===== src/rtl/conv_core_pkg.sv =====
// Shared types and defaults for the con convolution core and its result-side collector.
package conv_core_pkg;

    localparam int unsigned OUT_W_DEF   = 32;
    localparam int unsigned PKT_LEN_DEF = 10;
    localparam int unsigned DEPTH_DEF   = 8;
    localparam int unsigned PKT_CNT_W   = 16;

    typedef enum logic {IDLE, FILL} coll_state_t;

    // Counter width that stays legal when the count range collapses to a single value.
    function automatic int unsigned cnt_width(input int unsigned n);
        return (n > 1) ? $clog2(n) : 1;
    endfunction

endpackage


===== src/rtl/conv_out_fifo.sv =====
// Synchronous FIFO with a registered head entry; dout/empty/full/level are all flops.
module conv_out_fifo #(
    parameter int unsigned W     = 33,
    parameter int unsigned DEPTH = 8
) (
    input  logic                     clk,
    input  logic                     rst,
    input  logic                     push,
    input  logic                     pop,
    input  logic [W-1:0]             din,
    output logic [W-1:0]             dout,
    output logic                     full,
    output logic                     empty,
    output logic [$clog2(DEPTH):0]   level
);

    localparam int unsigned AW = $clog2(DEPTH);
    localparam int unsigned LW = AW + 1;

    logic [W-1:0]  mem [DEPTH];
    logic [AW-1:0] wr_ptr;
    logic [AW-1:0] rd_ptr;

    logic [AW-1:0] head_idx_c;
    logic [LW-1:0] level_nxt_c;
    logic          head_from_din_c;

    // Next head comes from the incoming word only when nothing older survives this cycle.
    always_comb begin
        head_idx_c      = rd_ptr + AW'(pop);
        level_nxt_c     = level + LW'(push) - LW'(pop);
        head_from_din_c = push && (level == (pop ? LW'(1) : LW'(0)));
    end

    always_ff @(posedge clk) begin
        if (push) begin
            mem[wr_ptr] <= din;
        end
    end

    always_ff @(posedge clk) begin
        if (rst) begin
            wr_ptr <= '0;
            rd_ptr <= '0;
            level  <= '0;
            dout   <= '0;
            empty  <= 1'b1;
            full   <= 1'b0;
        end else begin
            if (push) begin
                wr_ptr <= wr_ptr + AW'(1);
            end
            if (pop) begin
                rd_ptr <= rd_ptr + AW'(1);
            end
            level <= level_nxt_c;
            empty <= (level_nxt_c == LW'(0));
            full  <= (level_nxt_c == LW'(DEPTH));
            if (level_nxt_c != LW'(0)) begin
                dout <= head_from_din_c ? din : mem[head_idx_c];
            end
        end
    end

endmodule


===== src/rtl/conv_out_collector.sv =====
// Collects con core results, tags packet position, buffers them and streams them out.
module conv_out_collector
    import conv_core_pkg::*;
#(
    parameter int unsigned OUT_W   = OUT_W_DEF,
    parameter int unsigned DEPTH   = DEPTH_DEF,
    parameter int unsigned PKT_LEN = PKT_LEN_DEF
) (
    input  logic                    clk,
    input  logic                    rst,
    input  logic                    in_valid,
    input  logic [OUT_W-1:0]        in_data,
    output logic                    m_valid,
    input  logic                    m_ready,
    output logic [OUT_W-1:0]        m_data,
    output logic                    m_last,
    output logic [$clog2(DEPTH):0]  level,
    output logic [PKT_CNT_W-1:0]    pkt_cnt,
    output logic                    overflow
);

    localparam int unsigned BEAT_W = cnt_width(PKT_LEN);

    typedef struct packed {
        logic             last;
        logic [OUT_W-1:0] data;
    } coll_entry_t;

    coll_state_t       state;
    logic [BEAT_W-1:0] beat;
    logic              fifo_full;
    logic              fifo_empty;
    logic              push_c;
    logic              pop_c;
    logic              drop_c;
    coll_entry_t       wr_ent_c;
    coll_entry_t       rd_ent;

    // A full FIFO still accepts a result when the head leaves in the same cycle.
    always_comb begin
        pop_c         = m_valid && m_ready;
        push_c        = in_valid && (!fifo_full || pop_c);
        drop_c        = in_valid && fifo_full && !pop_c;
        wr_ent_c.last = (beat == BEAT_W'(PKT_LEN - 1));
        wr_ent_c.data = in_data;
    end

    assign m_valid = !fifo_empty;
    assign m_data  = rd_ent.data;
    assign m_last  = rd_ent.last;

    conv_out_fifo #(
        .W     ($bits(coll_entry_t)),
        .DEPTH (DEPTH)
    ) u_fifo (
        .clk   (clk),
        .rst   (rst),
        .push  (push_c),
        .pop   (pop_c),
        .din   (wr_ent_c),
        .dout  (rd_ent),
        .full  (fifo_full),
        .empty (fifo_empty),
        .level (level)
    );

    // Packet phase: beat advances on every result, dropped or not, so tags stay aligned.
    always_ff @(posedge clk) begin
        if (rst) begin
            state <= IDLE;
            beat  <= '0;
        end else if (in_valid) begin
            case (state)
                IDLE: begin
                    if (PKT_LEN > 1) begin
                        state <= FILL;
                        beat  <= BEAT_W'(1);
                    end
                end
                FILL: begin
                    if (beat == BEAT_W'(PKT_LEN - 1)) begin
                        state <= IDLE;
                        beat  <= '0;
                    end else begin
                        beat <= beat + BEAT_W'(1);
                    end
                end
                default: begin
                    state <= IDLE;
                    beat  <= '0;
                end
            endcase
        end
    end

    always_ff @(posedge clk) begin
        if (rst) begin
            pkt_cnt  <= '0;
            overflow <= 1'b0;
        end else begin
            if (pop_c && m_last) begin
                pkt_cnt <= pkt_cnt + PKT_CNT_W'(1);
            end
            if (drop_c) begin
                overflow <= 1'b1;
            end
        end
    end

endmodule


===== config.mk =====
export PLATFORM = sky130hd
export DESIGN_NAME = conv_out_collector
export DESIGN_NICKNAME = d
export VERILOG_FILES = /design/src/rtl/conv_core_pkg.sv /design/src/rtl/conv_out_fifo.sv /design/src/rtl/conv_out_collector.sv
export SDC_FILE = /design/constraint.sdc
export NUM_CORES = 1
export LEC_CHECK = 0
export CAP_MARGIN = 40
export CORE_MARGIN = 4
export CORE_UTILIZATION = 58
export CTS_CLUSTER_SIZE = 40
export DETAILED_ROUTE_END_ITERATION = 8
export PLACE_DENSITY = 0.77
export SYNTH_ARGS = -nofsm -noshare
export SYNTH_HDL_FRONTEND = slang
export SYNTH_SLANG_ARGS = --single-unit

===== constraint.sdc =====
create_clock -name clk -period 6.15 [get_ports clk]
set_input_delay 1.23 -clock clk [delete_from_list [all_inputs] [get_ports clk]]
set_output_delay 1.23 -clock clk [all_outputs]
set_load 0.005 [all_outputs]

# Word-level counts from Yosys, hierarchy flattened

Memories as Yosys holds them, arrays and structs flattened.
Index checks and enable logic that the tools add are counted.

Bitwise operators: 1
Reductions and logical operators: 12
Equality and inequality tests: 3
Add/subtract/negate cells: 7
Mux-type cells: 8

Operators by type and width:

| operator                                                         | count |
|---|---|
| 33-bit two-way mux                                               | 1 |
| 16-bit by 1-bit adder with 16-bit output (second input constant) | 1 |
| 4-bit equality test (second input constant)                      | 2 |
| 4-bit case mux with 2 select lines                               | 1 |
| 3-bit by 1-bit adder with 3-bit output (second input constant)   | 2 |
| 1-bit logical AND                                                | 6 |
| 4-bit by 1-bit adder with 4-bit output                           | 1 |
| 4-bit by 1-bit adder with 4-bit output (second input constant)   | 1 |
| 4-bit equality test                                              | 1 |
| 4-bit logical NOT                                                | 1 |
| 1-bit two-way mux                                                | 4 |
| 4-bit two-way mux                                                | 1 |
| 4-bit nonzero test                                               | 1 |
| 4-bit by 1-bit subtractor with 4-bit output                      | 1 |
| 3-bit by 1-bit adder with 3-bit output                           | 1 |
| 1-bit logical NOT                                                | 3 |
| 1-bit case mux with 2 select lines                               | 1 |
| 1-bit logical OR                                                 | 1 |
| 1-bit inverter                                                   | 1 |

Output and inout port bits: 55
Memory bits (writable): 264
Logic and storage cells: 42
Bits of input ports: 36
Register bits: 67
Memories kept: 1

Memories:

| name       | words | width | read ports | clocked after memory_dff | write ports | line                | RTL |
|---|---|---|---|---|---|---|---|
| u_fifo.mem | 8     | 33    | 1          | 0                        | 1           | conv_out_fifo.sv:20 | `logic [W-1:0] mem [DEPTH];` |

# Logic depth before layout (Yosys ltp)

Gate-level depths: netlist of the first run.

Word-level depth: 7
Mapped depth: 14
Mapped depth without buffers: 13

# Hierarchy

From an unflattened synthesis of the first run, not the netlist that was laid out.

Cell total of the unflattened synthesis: 920
Area, all modules: 13366.6 um^2

Modules (own cells, without submodules):

| module             | area an instance (um^2) | instances | cells an instance | sequential area each (um^2) |
|---|---|---|---|---|
| conv_out_fifo      | 12309.3                 | 1         | 796               | 8828.5 |
| conv_out_collector | 1057.3                  | 1         | 124               | 440.4 |

# Worst setup path before layout of the first run

No wires, ideal clock.

Path type: input -> register
From: input port in_valid
To: memory u_fifo.mem[0][0], enable pin
Path buffers: 1
Path slack: 0.936 ns
Required time: 5.644 ns
Setup time: 0.506 ns
Stages: 3
Arrival time: 4.708 ns
Cells stage by stage: buf_2 o21ai_4 nor4_1

Cells in the longest elaborated chain, start to end: 3

RTL lines:

| what                                    | line                     | RTL |
|---|---|---|
| start, declared                         | conv_out_collector.sv:11 | `input logic in_valid,` |
| 1-bit logical AND                       | conv_out_collector.sv:42 | `push_c = in_valid && (!fifo_full \|\| pop_c);` |
| 1-bit two-way mux                       | conv_out_fifo.sv:36      | `if (push) begin` |
| 1-bit two-way mux (not written as such) | conv_out_fifo.sv:37      | `mem[wr_ptr] <= din;` |
| end, declared                           | conv_out_fifo.sv:20      |  |

Every way passes these cells.

# Worst setup path in the final report of the first run

From: input port m_ready
To: register u_fifo.dout[6]

Cells in the longest elaborated chain, start to end: 6
Elaborated cells on any way between the ends: 12
Classes of those cells: 3 x add/sub; 1 x eq/ne; 2 x mux; 5 x reduce/logical; 1 x memory

RTL lines:

| what                                        | line                     | RTL |
|---|---|---|
| start, declared                             | conv_out_collector.sv:14 | `input logic m_ready,` |
| 1-bit logical AND *                         | conv_out_collector.sv:41 | `pop_c = m_valid && m_ready;` |
| via pop_c                                   | conv_out_collector.sv:34 | `logic pop_c;` |
| 1-bit logical OR *                          | conv_out_collector.sv:42 |  |
| 1-bit logical AND *                         | conv_out_collector.sv:42 |  |
| via push_c                                  | conv_out_collector.sv:33 | `logic push_c;` |
| 4-bit by 1-bit adder with 4-bit output      | conv_out_fifo.sv:31      | `level_nxt_c = level + LW'(push) - LW'(pop);` |
| 4-bit by 1-bit subtractor with 4-bit output | conv_out_fifo.sv:31      |  |
| 4-bit nonzero test                          | conv_out_fifo.sv:59      | `if (level_nxt_c != LW'(0)) begin` |
| end signal, assigned                        | conv_out_fifo.sv:60      | `dout <= head_from_din_c ? din : mem[head_idx_c];` |
| end, declared                               | conv_out_fifo.sv:11      | `output logic [W-1:0] dout,` |

The timed path passes the listed nets; every way through them passes the cells marked *.
A chain may end at the register's enable or synchronous reset.

==> key figures, run 1 <==
STA
  • Rel. slew slack: 0.402
  • Final worst-path setup slack: 2030 ps
  • Clock skew: 20.2 ps
  • Endpoints failing setup: 0
  • Worst-Margin Slew: 898 ps
  • Fmax: 243 MHz
  • Fin. Hold Viols: 0
  • Final Max Slew Viols: 0
  • Sum of negative setup slack: 0 ps
  • WHS: 489 ps
  • Tmin final: 4120 ps
  • RSZ-0062 raised after global routing: no
  • Fin crit share: 0.670

Die
  • Core area: 0.0218 mm²
  • Chip Height: 156 µm
  • FP Rows: 54
  • Die ar.: 0.0245 mm²
  • Num ports: 91
  • DIE WIDTH: 156 µm
  • Initial Util: 0.587

Synthesis
  • Cell variety after synth: 42
  • Syn_nets: 920
  • FF+latch count, synth: 331
  • Synth warn: 0
  • Main flop type after synthesis: edfxtp_1
  • Syn Std Cell Area: 0.0128 mm²
  • Synth async-reset ratio: 0
  • Register area share after synthesis: 0.725
  • Syn Area/Cell: 14.7 µm²
  • Post-synthesis instance total: 872
  • Post-synth EDFFs: 264

CTS
  • Worst-Skew Late Latency: 510 ps
  • TritonCTS clock tree: built
  • Post-cts resize count: 0
  • Root Driver: clkbuf_16
  • Max clock buf depth: 3
  • Clk sinks: 331
  • Total CTS buffers: 34
  • Clk pin slew, worst setup/hold paths: 60 ps
  • H-tree depth: 2
  • # hold bufs at CTS: 0
  • Post-CTS setup repair buffer count: 0

Route
  • Met2 Wirelength: 13800 µm
  • Vias: 7685
  • Routed wl met3: 2120 µm
  • Residual DRC: 0
  • Detailed Route WL: 27600 µm
  • Avg WL per Cell: 21.6 µm
  • Antenna viol nets, final: 0
  • DRT iter0 DRCs: 665
  • Via/cell ratio: 6.02
  • TritonRoute pass-1 iters: 5
  • Top Metal Used: met4
  • Routed met1 length: 11100 µm

Global routing
  • Initial antenna violation count: 0
  • Vias in the first global route: 7762
  • Total GRT Usage: 0.224
  • Overflow after GRT: 0
  • Global-route wire length before repair: 42500 µm
  • Largest net degree at the start of global routing: 133

Status
  • Status: complete, no violations

Critical path
  • CP max FO: 20
  • Worst setup startpoint: m_ready
  • Largest stage delay, worst path: 470 ps
  • CP top delay family: buffers and inverters
  • Worst R2R Start: u_fifo.empty
  • CP cell instances: clkdlybuf4s50_1 -> nand2b_4 -> inv_4 -> o21ai_4 -> inv_1 -> ha_1 -> inv_1 -> fa_1 -> nand3b_1 -> nor3_1 -> or2_1 -> nor4_4 -> buf_4 -> a221o_1
  • Critical-path cell with the highest stage delay: clkdlybuf4s50_1
  • Most used cell, CP: inv_1
  • Worst setup EP type: flop
  • Critical Path RT: 6590 ps
  • CP Launch Type: input port
  • Arr. time, crit path: 4570 ps
  • WP buf/inv: 5
  • CP Class: in -> reg

Pwr
  • Leakage power: 5.50 nW
  • Pwr/cell area: 417 mW/mm²
  • VDD IR-drop max: 0.000343 V

Placed design
  • Hpwl dp: 15100 µm
  • Placed cell area: 0.0141 mm²
  • GP Congestion: 0.755
  • I/O Buffers: 90
  • Pre-CTS WS: 1520 ps

Final layout
  • # diodes: 0
  • Final core utilization: 0.697
  • Fin area: 0.0152 mm²
  • Layout net count: 1019
  • Syn-to-layout area delta: 18.7%
  • Layout cells sized above 1: 0.0924
  • FILL cells: 1460

Hold path
  • Hold crit path type: reg -> reg
  • Hold Crit Start: u_fifo.dout[5]

Run
  • Max Cap Violations: 0
## synthesized netlist by cell type, drive strengths merged (2+ instances only)
| cell | instances | area [µm²] |
|---|---|---|
| edfxtp | 264 | 7930 |
| nand2 | 147 | 552 |
| mux2i | 68 | 681 |
| dfxtp | 67 | 1340 |
| a32oi | 66 | 578 |
| nor2 | 37 | 139 |
| and3 | 36 | 225 |
| a221o | 33 | 330 |
| buf | 27 | 138 |
| clkbuf | 23 | 86.3 |
| inv | 15 | 58.8 |
| xor2 | 15 | 131 |
| ha | 11 | 138 |
| nor3 | 10 | 50.1 |
| nand4 | 8 | 50.1 |
| nand3 | 7 | 35.0 |
| xnor2 | 7 | 68.8 |
| a21oi | 6 | 30.0 |
| and2 | 3 | 18.8 |
| nand2b | 3 | 26.3 |
| nor4 | 3 | 40.0 |
| o21ai | 3 | 26.3 |
| o22ai | 2 | 12.5 |
| or3 | 2 | 12.5 |
## area by class of cell
type	count	area, µm²	area share
clock inverters	17	119	0.00784
repair buffers	113	1120	0.0740
flip-flops and latches	331	9270	0.611
well taps	280	350	0.0231
clock buffers	44	930	0.0613
inverters	15	58.8	0.00388
multi-input cells	476	3310	0.219
## report_power, final
group          internal (mW)  switching, mW  leakage (nW)
registers               2.63          0.116          2.95
clock network           1.11          0.808         0.523
logic                  0.729          0.917          2.03
## worst register-to-register path, cell delays in order, from the launching register on
cell and delay [ps]:
dfxtp_1 380, nand2b_4 190, inv_4 70, o21ai_4 310
inv_1 170, ha_1 250, inv_1 70, fa_1 430
nand3b_1 200, nor3_1 100, or2_1 270, nor4_4 270
buf_4 360, a221o_1 220
## flip-flops by register name, summed over array words and instances (netlist names)
signal	flops
u_fifo.level	4
pkt_cnt	16
u_fifo.wr_ptr	3
u_fifo.empty	1
state	1
u_fifo.full	1
u_fifo.rd_ptr	3
u_fifo.mem	264
beat	4
overflow	1
u_fifo.dout	33
## cells in the final DEF (no fill, tap or decap), drive strengths merged, types with 8 or more instances in the layout
cell type	n
edfxtp	264
nand2	147
clkdlybuf4s50	90
mux2i	68
dfxtp	67
a32oi	66
clkbuf	44
nor2	37
and3	36
a221o	33
buf	23
inv	16
xor2	15
clkinv	15
ha	11
nor3	10
nand4	8
## through the flow
| stage | total power, mW | std cells |
|---|---|---|
| 2_1_floorplan | 3.83 | 872 |
| 3_3_place_gp | 4.38 | 1211 |
| 3_5_place_dp | 4.44 | 1215 |
| 4_1_cts | 6.36 | 1276 |
| 5_1_grt | 6.60 | 1276 |
| 6_report | 6.32 | 1276 |
## layer usage
| layer | up-vias | global-route usage |
|---|---|---|
| li1 | 3544 | - |
| met1 | 3802 | 0.301 |
| met3 | 44 | 0.0415 |
| met4 | 0 | 0.0748 |
| met2 | 295 | 0.374 |
| met5 | - | 0 |
## worst paths after layout
check	to	slack, ps	cells past startpoint
setup / recovery	u_fifo.dout[6]	2030	14
hold / removal	u_fifo.dout[5]	490	1
setup reg to reg	u_fifo.dout[6]	2800	13
hold reg to reg	u_fifo.dout[5]	490	1
## cells by family after synthesis
group	after synthesis	synth area share
multiplexers	68	0.0533
XOR/XNOR	22	0.0157
adder cells (fa/ha/maj)	12	0.0123
buffers and inverters	65	0.0221
flip-flops	331	0.725
AND/OR/NAND/NOR	261	0.0928
AO/OA/AOI/OAI	113	0.0782
No activity file was read; power rests on OpenSTA's default activity.
==> run 2, diff against run 1 <==
==> constraint.sdc (replaced) <==
create_clock -name clk -period 4.2 [get_ports clk]
set_input_delay 0.84 -clock clk [delete_from_list [all_inputs] [get_ports clk]]
set_output_delay 0.84 -clock clk [all_outputs]
set_load 0.005 [all_outputs]
==> run 2 against run 1 <==
Largest power group unchanged. Non-clock buffer count is 3 higher. Sequential power is 47% higher. Critical path depth is 1 higher. Wire length is 0.24% higher. Combinational power is 51% higher. Global-route usage is 0.22 points higher. Critical endpoint is now u_fifo.dout[12].
==> key figures, run 2 (synthesis gave the netlist of run 1 again) <==
Status
  • Status: complete, no violations

Final layout
  • Non-filler cells, final: 1279 (+0.24%)
  • Final core utilization: 0.702 (+0.00512)
  • Most frequent cells in the layout: 264 x edfxtp_1, 147 x nand2_1, 90 x clkdlybuf4s50_1
  • Regs by FF count: u_fifo.mem x264, u_fifo.dout x33, pkt_cnt x16
  • Layout cells sized above 1: 0.0921 (-0.000277)
  • Fin area: 0.0153 mm² (+0.73%)
  • Layout net count: 1022 (+0.29%)
  • # diodes: 0 (unchanged)
  • Commonest non-fill, non-tap cell in the layout: edfxtp_1
  • Reg with most FFs: u_fifo.mem
  • Max FFs per register: 264 (unchanged)
  • Syn-to-layout area delta: 19.5%

CTS
  • Post-cts resize count: 0 (unchanged)
  • TritonCTS clock tree: built
  • Post-CTS setup repair buffer count: 0 (unchanged)
  • # hold bufs at CTS: 0 (unchanged)
  • Clk sinks: 331 (unchanged)
  • H-tree depth: 2 (unchanged)
  • Worst-Skew Late Latency: 500 ps (about the same)
  • Max clock buf depth: 3 (unchanged)
  • Clk pin slew, worst setup/hold paths: 60 ps (about the same)
  • Root Driver: clkbuf_16
  • Total CTS buffers: 34 (unchanged)

STA
  • Final Max Slew Viols: 0 (unchanged)
  • Rel. slew slack: 0.500 (+0.0985)
  • Final worst-path setup slack: 470 ps (-1560 ps)
  • Worst-Margin Slew: 750 ps (-148 ps)
  • Endpoints failing setup: 0 (unchanged)
  • Tmin final: 3730 ps
  • RSZ-0062 raised after global routing: no
  • Fmax: 268 MHz
  • Clock skew: 10.9 ps (-9.31 ps)
  • Fin crit share: 0.888
  • Fin. Hold Viols: 0 (unchanged)

Die
  • Core area: 0.0218 mm² (unchanged)
  • FP Rows: 54 (unchanged)
  • Initial Util: 0.587 (unchanged)
  • Chip Height: 156 µm (unchanged)
  • DIE WIDTH: 156 µm (unchanged)
  • Die ar.: 0.0245 mm² (unchanged)
  • Num ports: 91 (unchanged)

Critical path
  • Critical Path RT: 4640 ps (-1950 ps)
  • Arr. time, crit path: 4170 ps (-400 ps)
  • CP max FO: 24 (+20%)
  • Worst setup startpoint: m_ready
  • Worst R2R Start: u_fifo.empty
  • CP Class: in -> reg
  • CP Launch Type: input port
  • Worst setup EP type: flop

Global routing
  • Global-route wire length before repair: 43100 µm (+1.3%)
  • Initial antenna violation count: 0 (unchanged)
  • Overflow after GRT: 0 (unchanged)
  • Total GRT Usage: 0.226 (+0.00222)
  • GRT busiest layer: met2
  • Largest net degree at the start of global routing: 107 (-20%)
  • Met3 Track Usage GR: 0.0456 (+0.00415)
  • Met2 GRT Util: 0.389 (+0.0155)
  • Vias in the first global route: 7923 (+2.1%)
  • Met1 Use GR: 0.299 (-0.00203)

Pwr
  • Total chip power: 9.46 mW (+50%)
  • Pwr/cell area: 619 mW/mm² (+49%)
  • VDD IR-drop max: 0.000459 V (+34%)
  • Leakage power: 5.54 nW (+0.75%)

Run
  • Max Cap Violations: 0 (unchanged)

Placed design
  • Pre-CTS WS: -12.1 ps (-1530 ps)
  • Placed insts: 1218 (+0.25%)
  • Placed cell area: 0.0142 mm² (+0.39%)
  • Hpwl dp: 15000 µm (-0.59%)
  • GP Congestion: 0.816 (+8.1%)
  • I/O Buffers: 90 (unchanged)

Route
  • Avg WL per Cell: 21.6 µm (about the same)
  • TritonRoute pass-1 iters: 5 (unchanged)
  • Antenna viol nets, final: 0 (unchanged)
  • Vias: 7800 (+1.5%)
  • Via/cell ratio: 6.10 (+1.3%)
  • Detailed Route WL: 27700 µm (+0.24%)
  • Residual DRC: 0 (unchanged)
  • DRT iter0 DRCs: 709 (+6.6%)

Hold path
  • Hold Crit Start: u_fifo.dout[3]
  • Hold crit path type: reg -> reg
==> run 2: cell count changes in the layout (fill, tap and decap cells not counted), sizes merged <==
| cell | change |
|---|---|
| clkinv | -8 |
| bufinv | +1 |
| buf | +3 |
| clkbuf | +7 |
==> run 2: cell type report <==
cell class                      instances  area [µm²]
Fill cell                            1445        6480
Clock buffer                           51        1010
Sequential cell                       331        9270
Multi-Input combinational cell        476        3320
Tap cell                              280         350
Clock inverter                         10        98.8
Timing Repair Buffer                  116        1170
Inverter                               15        58.8
==> run 2: per-layer routing <==
metal | share of wire | wire length [µm]
met1 | 0.40 | 11100
met2 | 0.51 | 14100
met3 | 0.070 | 1940
met4 | 0.018 | 491
met5 | 0 | 0
==> run 2: critical path, stage by stage <==
cell	delay (ps)
clkdlybuf4s50_1	520
nand2b_4	100
inv_4	80
ha_1	240
inv_1	70
ha_1	160
inv_1	60
fa_1	370
xor2_1	200
nand3b_1	130
nor3_1	90
or2_1	290
nor4_4	570
buf_12	280
a221o_1	180
==> run 2: where the power goes <==
part,total [mW],internal [mW],switching [mW]
clock,2.94,1.78,1.16
combinational,2.49,1.12,1.37
sequential,4.03,3.86,0.176
total,9.46,6.75,2.71
==> run 2: final timing paths <==
path | cells after the start | slack (ps) | endpoint
worst max-delay path | 15 | 470 | u_fifo.dout[12]
worst min-delay path | 1 | 490 | u_fifo.dout[3]
worst max register to register | 14 | 830 | u_fifo.dout[12]
worst min register to register | 1 | 490 | u_fifo.dout[3]
==> run 2: through the flow <==
step,setup TNS (ps),hold slack (ps)
detailed placement,-42.1,479
floorplan,0,457
global placement,0,463
finish,0,488
CTS,0,493
global route,0,515
==> run 3, diff against run 2 <==
--- a/config.mk
+++ b/config.mk
@@ -7,10 +7,11 @@
 export LEC_CHECK = 0
 export CAP_MARGIN = 40
 export CORE_MARGIN = 4
-export CORE_UTILIZATION = 58
+export CORE_UTILIZATION = 59
 export CTS_CLUSTER_SIZE = 40
 export DETAILED_ROUTE_END_ITERATION = 8
-export PLACE_DENSITY = 0.77
+export PLACE_DENSITY = 0.78
 export SYNTH_ARGS = -nofsm -noshare
 export SYNTH_HDL_FRONTEND = slang
+export SYNTH_HIERARCHICAL = 1
 export SYNTH_SLANG_ARGS = --single-unit
==> run 3 against run 2 <==
Sequential power is 1% higher. Maximum frequency is 1.0% lower. Worst hold slack got worse by 1.4 ps. Area after synthesis rose by 4.6%. Flip-flop and latch count is the same. Non-clock buffer count up 3. Clock-buffer cell count shrank 3. Combinational power is essentially flat. Clock power grew 1%.
==> key figures, run 3 <==
Critical path
  • Critical-path cell with the highest stage delay: nor2b_2
  • Stages on the worst setup path: 14 (-1)
  • CP Class: in -> reg
  • WP buf/inv: 4 (-1)
  • Worst setup EP type: flop
  • CP max FO: 23 (-4.2%)
  • Reg2Reg Depth: 14 (unchanged)
  • Arr. time, crit path: 4200 ps (+30 ps)
  • CP top delay family: buffers and inverters
  • Reg2reg end: u_fifo/dout[24]
  • CP Launch Type: input port
  • Worst R2R Start: u_fifo/empty
  • CP cell instances: clkdlybuf4s50_1 -> nand2_1 -> a21oi_1 -> inv_1 -> ha_1 -> inv_1 -> ha_1 -> fa_1 -> xor2_1 -> nor3_2 -> a31o_2 -> nor2b_2 -> buf_12 -> a221o_1
  • Critical Path RT: 4640 ps (about the same)
  • Largest stage delay, worst path: 550 ps (-20 ps)
  • R2R Setup Slk: 810 ps (-20 ps)

Hold path
  • Hold path endpoint: u_fifo/dout[29]
  • Hold path depth: 1 (unchanged)
  • Hold Crit Start: u_fifo/dout[29]
  • Hold crit path type: reg -> reg

CTS
  • H-tree depth: 2 (unchanged)
  • Clk sinks: 331 (unchanged)
  • Clk pin slew, worst setup/hold paths: 60 ps (about the same)
  • Worst-Skew Late Latency: 510 ps (about the same)
  • # hold bufs at CTS: 0 (unchanged)
  • Total CTS buffers: 34 (unchanged)
  • Max clock buf depth: 3 (unchanged)
  • Post-CTS setup repair buffer count: 0 (unchanged)
  • Post-cts resize count: 0 (unchanged)
  • TritonCTS clock tree: built
  • Root Driver: clkbuf_16

Synthesis
  • Cell variety after synth: 43 (+2.4%)
  • Main flop type after synthesis: edfxtp_1
  • Post-synth EDFFs: 264 (unchanged)
  • Area share of the largest cell type after synthesis: 0.593 (-0.0274)
  • Synth async-reset ratio: 0 (unchanged)
  • Syn Std Cell Area: 0.0134 mm² (+4.6%)
  • Synth warn: 6 (+6)
  • Largest cells by area after synthesis: edfxtp_1 59%, mux2i_1 10%, dfxtp_1 10%, nand3_1 5.3%, a221o_1 2.5%
  • Post-synthesis instance total: 920 (+5.5%)
  • Cell taking the most area after synthesis: edfxtp_1
  • Syn_nets: 969 (+5.3%)
  • FF+latch count, synth: 331 (unchanged)
  • Syn Area/Cell: 14.5 µm² (-0.84%)
  • Most common cell in the netlist: edfxtp_1
  • Commonest cells post-synth: 264 x edfxtp_1, 141 x nand3_1, 135 x mux2i_1, 67 x dfxtp_1, 39 x nor3_1
  • Register area share after synthesis: 0.693 (-0.0321)

Placed design
  • Placed cell area: 0.0147 mm² (+3.8%)
  • Pre-CTS WS: -28.0 ps (-15.8 ps)
  • Hpwl dp: 15700 µm (+4.7%)
  • Placed insts: 1252 (+2.8%)
  • I/O Buffers: 90 (unchanged)
  • GP Congestion: 0.789 (-3.2%)

Final layout
  • Layout cells sized above 1: 0.0938 (+0.00172)
  • Reg with most FFs: u_fifo/mem
  • Syn-to-layout area delta: 18.4%
  • Area occupied by multi-input gates: 0.00379 mm² (+14%)
  • Regs by FF count: u_fifo/mem x264, u_fifo/dout x33, pkt_cnt x16
  • FILL cells: 1425 (-1.4%)
  • Fin area: 0.0158 mm² (+3.6%)
  • Max FFs per register: 264 (unchanged)
  • # diodes: 0 (unchanged)
  • Commonest non-fill, non-tap cell in the layout: edfxtp_1
  • Layout net count: 1057 (+3.4%)
  • Non-filler cells, final: 1314 (+2.7%)
  • Final core utilization: 0.718 (+0.0164)
  • Reg area: 0.00927 mm² (unchanged)
  • Most frequent cells in the layout: 264 x edfxtp_1, 141 x nand3_1, 135 x mux2i_1

Pwr
  • Leakage power: 5.13 nW (-7.4%)
  • Total chip power: 9.51 mW (+0.55%)
  • VDD IR-drop max: 0.000467 V (+1.7%)
  • Pwr/cell area: 601 mW/mm² (-2.9%)

STA
  • Tmin final: 3770 ps (+38.3 ps)
  • Fin crit share: 0.897 (+0.00912)
  • Sum of negative setup slack: 0 ps (unchanged)
  • Rel. slew slack: 0.449 (-0.0515)
  • WHS: 487 ps (-1.36 ps)
  • Fmax: 265 MHz (-1.0%)
  • Endpoints failing setup: 0 (unchanged)
  • Final Max Slew Viols: 0 (unchanged)
  • RSZ-0062 raised after global routing: no
  • Fin. Hold Viols: 0 (unchanged)
  • Clock skew: 11.1 ps (+0.181 ps)
  • Final worst-path setup slack: 432 ps (-38.3 ps)
  • Worst-Margin Slew: 823 ps (+73.2 ps)

Die
  • Num ports: 91 (unchanged)
  • Chip Height: 159 µm (+1.3%)
  • Initial Util: 0.607 (+0.0196)
  • FP Rows: 54 (unchanged)
  • DIE WIDTH: 159 µm (+1.3%)
  • Die ar.: 0.0251 mm² (+2.7%)
  • Core area: 0.0220 mm² (+1.2%)

Global routing
  • Vias in the first global route: 8452 (+6.7%)
  • Largest net degree at the start of global routing: 67 (-37%)
  • Total GRT Usage: 0.237 (+0.0102)
  • Global-route wire length before repair: 45500 µm (+5.6%)
  • Initial antenna violation count: 1 (+1)
  • Overflow after GRT: 0 (unchanged)

Route
  • Top Metal Used: met5
  • Routed met1 length: 12000 µm (+7.8%)
  • Detailed Route WL: 29500 µm (+6.6%)
  • Via/cell ratio: 6.27 (+2.7%)
  • Met2 Wirelength: 14700 µm (+4.3%)
  • TritonRoute pass-1 iters: 5 (unchanged)
  • Routed wl met3: 2080 µm (+7.4%)
  • DRT iter0 DRCs: 626 (-12%)
  • Antenna viol nets, final: 0 (unchanged)
  • Avg WL per Cell: 22.4 µm (+3.7%)
  • Vias: 8233 (+5.6%)
  • Residual DRC: 0 (unchanged)

Status
  • Status: complete, no violations

Run
  • Max Cap Violations: 0 (unchanged)
-- run 3: changes by cell type in the layout (fill, tap and decap cells not counted), sizes merged, moves of 31 or more --
cell and change:
nand3 +135, a32oi -66, nand2 -134, nor3 +31, and3 -34, mux2i +67
-- run 3: final cells by class --
cell class	instances	area share
clock inverter	14	0.00893
timing repair buffer	119	0.0794
inverter	11	0.00261
multi-input combinational	511	0.239
clock buffer	48	0.0618
tap	280	0.0221
sequential	331	0.586
-- run 3: cell families (layout without fill, tap and decap cells) --
family,after synthesis,in the layout,share of synthesized area
DFF,331,331,0.693
and+or+nand+nor,290,290,0.115
muxes,135,135,0.101
buffers and inverters,78,192,0.0317
AOI/OAI and AO/OA,55,55,0.0340
xor gates and xnor gates,18,18,0.0118
adders and majority gates,13,13,0.0127
-- run 3: where the power goes --
part / switching (mW) / total (mW) / internal, mW
clock network: 1.17 / 2.98 / 1.81
registers: 0.178 / 4.07 / 3.89
logic: 1.39 / 2.46 / 1.07
-- run 3: worst max path at each step --
stage                   from              end  slack (ps)
CTS                  m_ready  u_fifo/dout[24]         470
global route         m_ready  u_fifo/dout[24]         260
detailed placement   m_ready  u_fifo/dout[11]         -30
global placement     m_ready   u_fifo/dout[4]         110
floorplan           in_valid   u_fifo/dout[0]         570
finish               m_ready  u_fifo/dout[24]         430
-- run 3: per-layer routing --
layer,track usage,up-vias
met2,0.400,335
met3,0.0473,56
met1,0.310,4108
li1,-,3732
met4,0.0784,2
met5,0,-
-- run 3: worst register-to-register path, cell delays in order (launching register included) --
cell and delay, ps:
dfxtp_1 350, inv_1 90, nand2_1 100, a21oi_1 200
inv_1 70, ha_1 270, inv_1 50, ha_1 210
fa_1 380, xor2_1 220, nor3_2 80, a31o_2 280
nor2b_2 550, buf_12 280, a221o_1 220
